$ cat config.mk
export PLATFORM = sky130hd
export DESIGN_NAME = min3_window_reducer
export DESIGN_NICKNAME = d
export VERILOG_FILES = /design/src/rtl/min3_window_reducer.sv
export SDC_FILE = /design/constraint.sdc
export NUM_CORES = 1
export LEC_CHECK = 0
export CAP_MARGIN = 20
export CORE_UTILIZATION = 57
export DETAILED_ROUTE_END_ITERATION = 8
export MAX_ROUTING_LAYER = met4
export PLACE_DENSITY = 0.81
export SETUP_SLACK_MARGIN = 0.15
export SYNTH_ARGS = -nofsm -noshare
export SYNTH_HDL_FRONTEND = slang
export SYNTH_SLANG_ARGS = --single-unit
$ cat constraint.sdc
create_clock -name clk -period 6.6 [get_ports clk]
set_input_delay 0.99 -clock clk [delete_from_list [all_inputs] [get_ports clk]]
set_output_delay 0.99 -clock clk [all_outputs]
set_load 0.1 [all_outputs]
$ cat src/rtl/min3_window_reducer.sv
// Two-level minimum search over four masked lanes per beat, followed by a
// running minimum across a fixed window of beats with a one-cycle result trigger.
module min3_window_reducer #(
    parameter int BEATS_PER_WINDOW = 64,
    parameter int VAL_W            = 14,
    parameter int IDX_W            = 16
) (
    input  logic                 clk,
    input  logic                 rst,
    input  logic                 in_valid,
    input  logic [4*VAL_W-1:0]   in_values,
    input  logic [3:0]           in_lane_mask,
    input  logic [IDX_W-1:0]     in_base_index,
    output logic                 out_trigger,
    output logic [IDX_W-1:0]     out_min_index,
    output logic [VAL_W-1:0]     out_min_value,
    output logic                 out_none,
    output logic                 busy
);

    localparam int              CNT_W    = 16;
    localparam logic [CNT_W-1:0] CNT_ZERO = {CNT_W{1'b0}};
    localparam logic [CNT_W-1:0] CNT_ONE  = {{(CNT_W-1){1'b0}}, 1'b1};
    localparam logic [CNT_W-1:0] LAST_CNT = CNT_W'(BEATS_PER_WINDOW - 1);
    localparam logic [VAL_W-1:0] VAL_NONE = {VAL_W{1'b1}};
    localparam logic [IDX_W-1:0] IDX_NONE = {IDX_W{1'b1}};

    typedef struct packed {
        logic [VAL_W-1:0] val;
        logic [IDX_W-1:0] idx;
        logic             vld;
    } cand_t;

    localparam cand_t CAND_NULL = '{val: VAL_NONE, idx: IDX_NONE, vld: 1'b0};

    // A valid candidate beats an invalid one; ties keep the first operand.
    function automatic cand_t pick_min(input cand_t a, input cand_t b);
        cand_t w;
        if (a.vld != b.vld) begin
            w = a.vld ? a : b;
        end else if (a.vld && (b.val < a.val)) begin
            w = b;
        end else begin
            w = a;
        end
        return w;
    endfunction

    cand_t [3:0]       lane_s;
    cand_t             pair0_r;
    cand_t             pair1_r;
    cand_t             best_b_r;
    cand_t             acc_r;
    logic              a_beat_r;
    logic              b_beat_r;
    logic              c_beat_r;
    logic              c_last_r;
    logic              acc_take_s;
    logic [CNT_W-1:0]  cnt_r;

    // Lane unpacking: masked lanes become invalid worst-case candidates.
    always_comb begin
        for (int i = 0; i < 4; i++) begin
            lane_s[i].idx = in_base_index + IDX_W'(i);
            lane_s[i].vld = in_lane_mask[i];
            if (in_lane_mask[i]) begin
                lane_s[i].val = in_values[i*VAL_W +: VAL_W];
            end else begin
                lane_s[i].val = VAL_NONE;
            end
        end
    end

    // Stage A: lane 0 vs 1 and lane 2 vs 3.
    always_ff @(posedge clk or posedge rst) begin
        if (rst) begin
            a_beat_r <= 1'b0;
            pair0_r  <= CAND_NULL;
            pair1_r  <= CAND_NULL;
        end else begin
            a_beat_r <= in_valid;
            if (in_valid) begin
                pair0_r <= pick_min(lane_s[0], lane_s[1]);
                pair1_r <= pick_min(lane_s[2], lane_s[3]);
            end
        end
    end

    // Stage B: pair winners compared, pair 0/1 wins ties.
    always_ff @(posedge clk or posedge rst) begin
        if (rst) begin
            b_beat_r <= 1'b0;
            best_b_r <= CAND_NULL;
        end else begin
            b_beat_r <= a_beat_r;
            if (a_beat_r) begin
                best_b_r <= pick_min(pair0_r, pair1_r);
            end
        end
    end

    // Accumulator update decision: first beat of a window always loads.
    always_comb begin
        acc_take_s = 1'b0;
        if (cnt_r == CNT_ZERO) begin
            acc_take_s = 1'b1;
        end else if (best_b_r.vld && (!acc_r.vld || (best_b_r.val < acc_r.val))) begin
            acc_take_s = 1'b1;
        end else begin
            acc_take_s = 1'b0;
        end
    end

    // Stage C: window beat counter and running minimum.
    always_ff @(posedge clk or posedge rst) begin
        if (rst) begin
            c_beat_r <= 1'b0;
            c_last_r <= 1'b0;
            cnt_r    <= CNT_ZERO;
            acc_r    <= CAND_NULL;
        end else begin
            c_beat_r <= b_beat_r;
            c_last_r <= b_beat_r && (cnt_r == LAST_CNT);
            if (b_beat_r) begin
                cnt_r <= (cnt_r == LAST_CNT) ? CNT_ZERO : (cnt_r + CNT_ONE);
                if (acc_take_s) begin
                    acc_r <= best_b_r;
                end
            end
        end
    end

    // Result registers: the accumulator still holds the closed window here,
    // even if the next window's first beat loads it on the same edge.
    always_ff @(posedge clk or posedge rst) begin
        if (rst) begin
            out_trigger   <= 1'b0;
            out_none      <= 1'b0;
            out_min_value <= {VAL_W{1'b0}};
            out_min_index <= {IDX_W{1'b0}};
        end else if (c_last_r) begin
            out_trigger   <= 1'b1;
            out_none      <= ~acc_r.vld;
            out_min_value <= acc_r.vld ? acc_r.val : VAL_NONE;
            out_min_index <= acc_r.vld ? acc_r.idx : IDX_NONE;
        end else begin
            out_trigger   <= 1'b0;
            out_none      <= 1'b0;
        end
    end

    assign busy = a_beat_r | b_beat_r | c_beat_r | (cnt_r != CNT_ZERO);

endmodule
---- Word level (Yosys, flattened, before mapping) ----
Cells that the tools add are included.
word-level totals
  flip-flop bits (word level) ............. 176
  input bits .............................. 79
  word-level logic and storage cells ...... 67
cells by class
  $add $sub $neg .......................... 4
  order comparisons ....................... 4
  equal/unequal tests ..................... 4
  muxes and demuxes ....................... 20
  bitwise logic cells ..................... 4
  reductions and logical operators ........ 10
operators with widths
  operator                                              number
  two-way mux 31 bit                                    9
  two-way mux 14 bit                                    5
  < comparator 14 bit                                   4
  adder 16 x 1 -> 16 bit, second input constant         2
  adder 16 x 2 -> 16 bit, second input constant         2
  two-way mux 16 bit                                    2
  equality test 16 x 6 -> 1 bit, second input constant  1
  logical NOT 16 bit                                    1
  nonzero test 16 bit                                   1
  logical AND 1 bit                                     5
  two-way mux 1 bit                                     4
  inequality test 1 bit                                 3
  bitwise OR 1 bit                                      3
  AND reduction 2 bit                                   1
  logical NOT 1 bit                                     1
  logical OR 1 bit                                      1
  NOT 1 bit                                             1

---- Logic depth before layout (Yosys ltp) ----
Gate-level depths: netlist of the first run.
  word-level depth ........................ 6
  mapped depth ............................ 14

---- Least setup slack after synthesis of the first run ----
Ideal clock, no wire load.
  path type ............................... input-to-reg
  start ................................... in in_lane_mask[1]
  end ..................................... reg pair0_r[10] in the netlist's numbering
  library setup time ...................... 0.077 ns
  arrival time ............................ 4.203 ns
  data required time ...................... 6.523 ns
  path slack .............................. 2.319 ns
  stages on the path ...................... 13
  path buffers ............................ 4
  cells stage by stage .................... buf_2 > clkbuf_1 > buf_1 > nand2_1 > ha_1 > a21o_1 > a221o_1 > a211o_1 > o32ai_4 > or3b_1 > clkbuf_1 > or3_1 > a31oi_1
between the ends
  word-level cells in the longest chain between the ends .. 5
ends and longest elaborated chain
  element                 line  text
  start: declaration      12    input logic [3:0] in_lane_mask,
  two-way mux 14 bit      66    if (in_lane_mask[i]) begin
  < comparator 14 bit     41    end else if (a.vld && (b.val < a.val)) begin
  logical AND 1 bit       41
  two-way mux 31 bit      41
  two-way mux 31 bit *    39    if (a.vld != b.vld) begin
  end signal: assignment  83    pair0_r <= pick_min(lane_s[0], lane_s[1]);
  end: declaration        50    cand_t pair0_r;
Every way passes the cells marked *; elsewhere a longest branch is shown, timed or not.
A chain may end at the register's enable or synchronous reset.

---- Final worst setup path of the first run ----
  start ................................... in in_lane_mask[1]
  end ..................................... reg pair0_r[12] in the netlist's numbering
Same word-level chain as after synthesis.

==> flow_summary.ini, run 1 <==
[global_routing]
grt_pass1_vias = 7690
grt_max_degree = 113
track_usage_pct = 28.0
grt_first_pass_wirelength_mm = 38.7
antenna_found_initial = 0
overflow = 0

[synthesis]
syn_nets = 1169
synth_area_um2 = 9960
syn_inst = 1029
synth-edff-count = 0
avgSynthCellArea_um2 = 9.68
ys_types = 53
synthFlopType = dfstp_2
yosys_warnings = 0
seq_area_frac_synth_pct = 45.7
ys_seq_elements = 176
synthArstFlopShare_pct = 100

[place]
dp_hpwl_mm = 16.1
port_buffers = 111
placedInstanceArea_um2 = 11200
place_ws_ns = 1.62
gp_congestion = 0.942

[critical_path]
path_class = input pin to register
required_ns = 6.95
startpoint_type = input pin
crit_arrival_ns = 4.94
end_kind = register
r2r_slack_ns = 3.56
r2r-start = pair0_r[24]
cp_max_fo = 28
rr_worst_depth = 10
r2r_end = best_b_r[10]

[sta]
fmax_mhz = 218
fin_crit_ns = 4.59
slew_headroom_pct = 29.9
finalHoldViolCount = 0
setup_tns_ns = 0
rsz0062_at_grt = false
skew_ns = 0.0140
worstMarginPinSlew_ns = 1.05
min_period_over_period_pct = 69.5
setup_ws_ns = 2.01
setup_viol = 0
slew_viol_final = 0

[run_status]
status = finished clean

[die]
io_pins = 112
die_area_um2 = 18000
die_x_um = 134
die_height_um = 134
start_util_pct = 59.2
core_um2 = 16800
std_cell_rows = 47

[routing]
vias_per_cell = 5.96
drt_wl_total_mm = 23.3
wl_met3_mm = 1.28
first_pass_iters = 5
highest_layer = met4
drc_errors = 0
drtAntennaViolNets = 0
wl_met2_mm = 10.6
first_iter_violations = 573
wire_per_inst_um = 17.3
routed-via-count = 7989
wl_met1_mm = 11.0

[power]
p_sw_mw = 1.11
cellLeakagePower_nw = 5.20
powerDensity_nw_per_um2 = 308
pwr-share-comb_pct = 26.6
intPower_mw = 2.55
total_power_mw = 3.66
power_frac_clock_pct = 30.1
p_seq_share_pct = 43.3
sw_frac_of_total_pct = 30.3
vdd_drop_max_mv = 0.256

[clocking]
postCtsSetupBuffers = 0
cts_resized = 0
worst_skew_pair.late_latency_ns = 0.43
clock_sinks = 176
cts-htree-levels = 4
path_clk_slew_ns = 0.07
cts_tree = done
clock_path_buffers = 2
hold_buffers = 0
cts_buffers = 17
clockRootBuffer = clkbuf_16

[hold_path]
hold_depth = 1
whs_endpoint = cnt_r[15]
min-delay-start = cnt_r[15]
hold_path_class = register to register

[layout]
drive_gt1_share_pct = 20.0
final_nets = 1248
syn2layout_area_growth_pct = 19.2
multi_input_comb_area_um2 = 4850
num_antenna_cells = 0
ff_latch_area_um2 = 4560
final_common_cell = dfstp_2
final_area_um2 = 11900
final_cell_mix = dfstp_2 (120), nor2_1 (110), clkdlybuf4s50_1 (110)
fill_cells = 1285

[run]
cap_viol_max_count = 0
layer usage:
metal | vias up | global-route usage, %
met4 | 0 | 8.49
met2 | 259 | 41.9
met1 | 3876 | 39.4
li1 | 3823 | -
met5 | - | -
met3 | 31 | 4.50
sequential cells by signal, indices dropped and copies added (netlist names), 14 cells and up:
register and flops:
out_min_value 14, pair1_r 31, acc_r 31, pair0_r 31
cnt_r 16, best_b_r 31, out_min_index 16
cell usage after synthesis (5+ instances only):
cell / instances / area [µm²]
nand4_1: 19 / 119
dfrtp_1: 56 / 1400
inv_1: 88 / 330
nor2_1: 110 / 413
o221ai_1: 14 / 123
nand3_1: 19 / 95.1
a21oi_1: 74 / 370
nor2b_1: 6 / 37.5
a31oi_1: 35 / 219
clkbuf_1: 49 / 184
or3_1: 7 / 43.8
o21ai_0: 42 / 210
a21o_1: 12 / 90.1
ha_1: 61 / 763
nand2_1: 62 / 233
o211ai_1: 5 / 37.5
mux2i_1: 36 / 360
buf_1: 13 / 48.8
mux2_2: 54 / 608
xor2_1: 18 / 158
dfstp_2: 120 / 3150
xnor2_1: 14 / 123
nand2b_1: 17 / 106
a32oi_1: 13 / 114
o22ai_1: 31 / 194
cells by family after synthesis:
logic type,count (synthesis),synth area share (%)
flip-flops,176,45.7
XOR/XNOR,32,2.82
adder cells (fa/ha/maj),61,7.67
multiplexers,90,9.73
AND/OR/NAND/NOR,264,12.1
buffers and inverters,151,5.71
AO/OA/AOI/OAI,255,16.2
worst max-delay path, cell delays in order:
cell	delay [ns]
clkdlybuf4s50_1	1.08
nand2_1	0.12
ha_1	0.36
a21o_1	0.16
a221o_1	0.32
a211o_1	0.34
o32ai_4	0.20
buf_4	0.34
or3b_1	0.47
or3_1	0.37
a31oi_1	0.19
power by group through the flow:
| stage | Combinational [mW] | Clock [mW] | Sequential (mW) |
|---|---|---|---|
| final | 0.975 | 1.10 | 1.58 |
| after global routing | 1.08 | 1.16 | 1.61 |
| after CTS | 0.973 | 1.11 | 1.58 |
| after detailed placement | 0.955 | 0 | 1.59 |
| after global placement | 0.921 | 0 | 1.58 |
| after floorplan | 0.690 | 0 | 1.57 |
layout make-up:
cell class	instances	area share, %
multi-input combinational	702	40.8
sequential	176	38.4
clock inverter	13	1.76
tap	220	2.32
timing repair buffer	123	10.1
clock buffer	19	3.73
inverter	88	2.82
through the flow:
stage               hold slack (ns)  utilization [%]  std cells
floorplan                     0.352                -       1029
global placement              0.458             66.6       1308
detailed placement            0.460             66.6       1308
CTS                           0.476             70.5       1340
global route                  0.498             70.6       1341
finish                        0.477             70.6       1341
worst max path at each step:
stage / slack [ns] / to / startpoint / depth (start not counted)
floorplan: 1.04 / a_beat_r / rst / 1
global placement: 1.72 / pair0_r[10] / in_lane_mask[1] / 11
detailed placement: 1.62 / pair0_r[10] / in_lane_mask[1] / 11
CTS: 2.05 / pair0_r[10] / in_lane_mask[1] / 11
global route: 1.79 / pair0_r[12] / in_lane_mask[1] / 11
finish: 2.01 / pair0_r[12] / in_lane_mask[1] / 11
(Power assumes the default switching activity.)
==> run 2: changes to the inputs <==
==> constraint.sdc (replaced) <==
create_clock -name clk -period 4.6 [get_ports clk]
set_input_delay 0.69 -clock clk [delete_from_list [all_inputs] [get_ports clk]]
set_output_delay 0.69 -clock clk [all_outputs]
set_load 0.1 [all_outputs]
==> run 2 against run 1 <==
Effect of this change:
- global-route usage decreased by 0.40 points
- via count increased by 0.34%
- sequential power increased by 44%
- setup slack got worse by 1.3 ns
- clock-buffer cell count increased by 1
- cell area decreased by 0.34%
- flip-flop and latch count unchanged
- core utilization decreased by 0.24 points
- clock skew decreased by 0.0037 ns
- critical path depth unchanged
- register-to-register slack got worse by 2.1 ns
- largest cell class unchanged
==> flow_summary.ini, run 2 (synthesized netlist as in run 1, its figures left out) <==
[clocking]
clockRootBuffer = clkbuf_16
postCtsSetupBuffers = 0
cts_resized = 0
clock_path_buffers = 2
path_clk_slew_ns = 0.06
worst_skew_pair.late_latency_ns = 0.43
cts_tree = done
cts-htree-levels = 4
cts_buffers = 17
clock_sinks = 176
hold_buffers = 0

[layout]
drive_gt1_share_pct = 20.2
fin_util_pct = 70.3
final_cell_mix = dfstp_2 (120), nor2_1 (110), clkdlybuf4s50_1 (110)
num_antenna_cells = 0
fill_cells = 1281
final_area_um2 = 11800
syn2layout_area_growth_pct = 18.8
ff_latch_area_um2 = 4560
final_nets = 1250
final_common_cell = dfstp_2
multi_input_comb_area_um2 = 4850

[run]
cap_viol_max_count = 0

[routing]
highest_layer = met4
wl_met2_mm = 10.3
routed-via-count = 8016
first_pass_iters = 6
wire_per_inst_um = 17.0
drt_wl_total_mm = 22.9
wl_met1_mm = 11.0
drc_errors = 0
wl_met3_mm = 1.25
first_iter_violations = 667
drtAntennaViolNets = 0
vias_per_cell = 5.97

[power]
pwr-share-comb_pct = 27.4
intPower_mw = 3.51
power_frac_clock_pct = 28.1
powerDensity_nw_per_um2 = 431
vdd_drop_max_mv = 0.297
p_seq_share_pct = 44.4
total_power_mw = 5.10
p_sw_mw = 1.59
cellLeakagePower_nw = 5.19
sw_frac_of_total_pct = 31.2

[place]
gp_congestion = 0.939
dp_hpwl_mm = 16.2
port_buffers = 111
placedInstanceArea_um2 = 11200

[global_routing]
grt_pass1_vias = 7597
grt_first_pass_wirelength_mm = 38.6
track_usage_pct = 27.6
grt_max_degree = 101
overflow = 0
antenna_found_initial = 0

[critical_path]
cp_max_fo = 15
startpoint_type = input pin
end_kind = register
crit_arrival_ns = 4.21
cp_num_buf_inv = 2
cp_slowest_cell = clkdlybuf4s50_1
path_class = input pin to register
cpLargestDelayFamily = compound AO/OA/AOI/OAI gates
slowest_delay_ns = 0.48
required_ns = 4.95
crit_path_cell_trace = clkdlybuf4s50_1 -> inv_1 -> nor2_1 -> ha_1 -> a21o_1 -> a221o_1 -> a211o_1 -> o32ai_4 -> or3b_1 -> or3_1 -> a31oi_1

[sta]
finalHoldViolCount = 0
worstMarginPinSlew_ns = 0.978
skew_ns = 0.0103
fin_hold_ws_ns = 0.474
slew_headroom_pct = 34.6
setup_viol = 0
fmax_mhz = 260
min_period_over_period_pct = 83.7
setup_tns_ns = 0
rsz0062_at_grt = false
slew_viol_final = 0
fin_crit_ns = 3.85

[die]
die_x_um = 134
core_um2 = 16800
die_height_um = 134
std_cell_rows = 47
io_pins = 112
start_util_pct = 59.2
die_area_um2 = 18000

[run_status]
status = finished clean

[hold_path]
hold_path_class = register to register
==> run 2: changes by cell type in the layout (fill, tap and decap cells not counted), sizes merged <==
| cell | previous run | this run |
|---|---|---|
| buf | 13 | 15 |
| clkinv | 4 | 5 |
| clkbuf | 19 | 20 |
| inv | 90 | 91 |
| bufinv | 5 | 2 |
==> run 2: through the flow <==
step | std cells | setup WS, ns
finish | 1343 | 0.748
global route | 1343 | 0.595
global placement | 1310 | 0.481
detailed placement | 1310 | 0.339
floorplan | 1029 | 0.619
CTS | 1342 | 0.790
==> run 2: layer usage <==
layer	track usage [%]	vias up
met3	4.42	33
li1	-	3823
met5	-	-
met4	7.49	0
met2	40.4	284
met1	40.0	3876
==> run 2: final timing paths <==
kind	start	end	slack, ns	cells after the start
worst max-delay path	in_lane_mask[0]	pair0_r[16]	0.75	11
worst min-delay path	cnt_r[15]	cnt_r[15]	0.47	1
worst max register to register	pair0_r[24]	best_b_r[11]	1.49	10
worst min register to register	cnt_r[15]	cnt_r[15]	0.47	1
max in group asynchronous	rst	pair1_r[23]	2.85	3
min in group asynchronous	rst	out_min_value[8]	0.75	2
==> run 2: power by group through the flow <==
stage | clock network, mW | logic [mW] | registers [mW]
after global routing | 1.52 | 1.55 | 2.31
after floorplan | 0 | 0.991 | 2.25
after detailed placement | 0 | 1.38 | 2.28
after CTS | 1.46 | 1.40 | 2.27
after global placement | 0 | 1.32 | 2.26
final | 1.44 | 1.40 | 2.27
==> run 2: final cells by class <==
cell class	count	area share, %
Multi-Input combinational cell	702	41.0
Sequential cell	176	38.5
Timing Repair Buffer	125	10.4
Clock buffer	20	3.86
Inverter	88	2.82
Tap cell	220	2.33
Clock inverter	12	1.09
==> run 2: worst reg2reg max path: stages, from the launching register on <==
cell and delay [ns]:
dfstp_2 0.53, inv_1 0.07, ha_1 0.32, a21o_1 0.16, a21o_1 0.16, a21oi_1 0.15
o2111ai_1 0.17, a21oi_4 0.79, buf_4 0.35, mux2i_1 0.24, a21oi_1 0.09
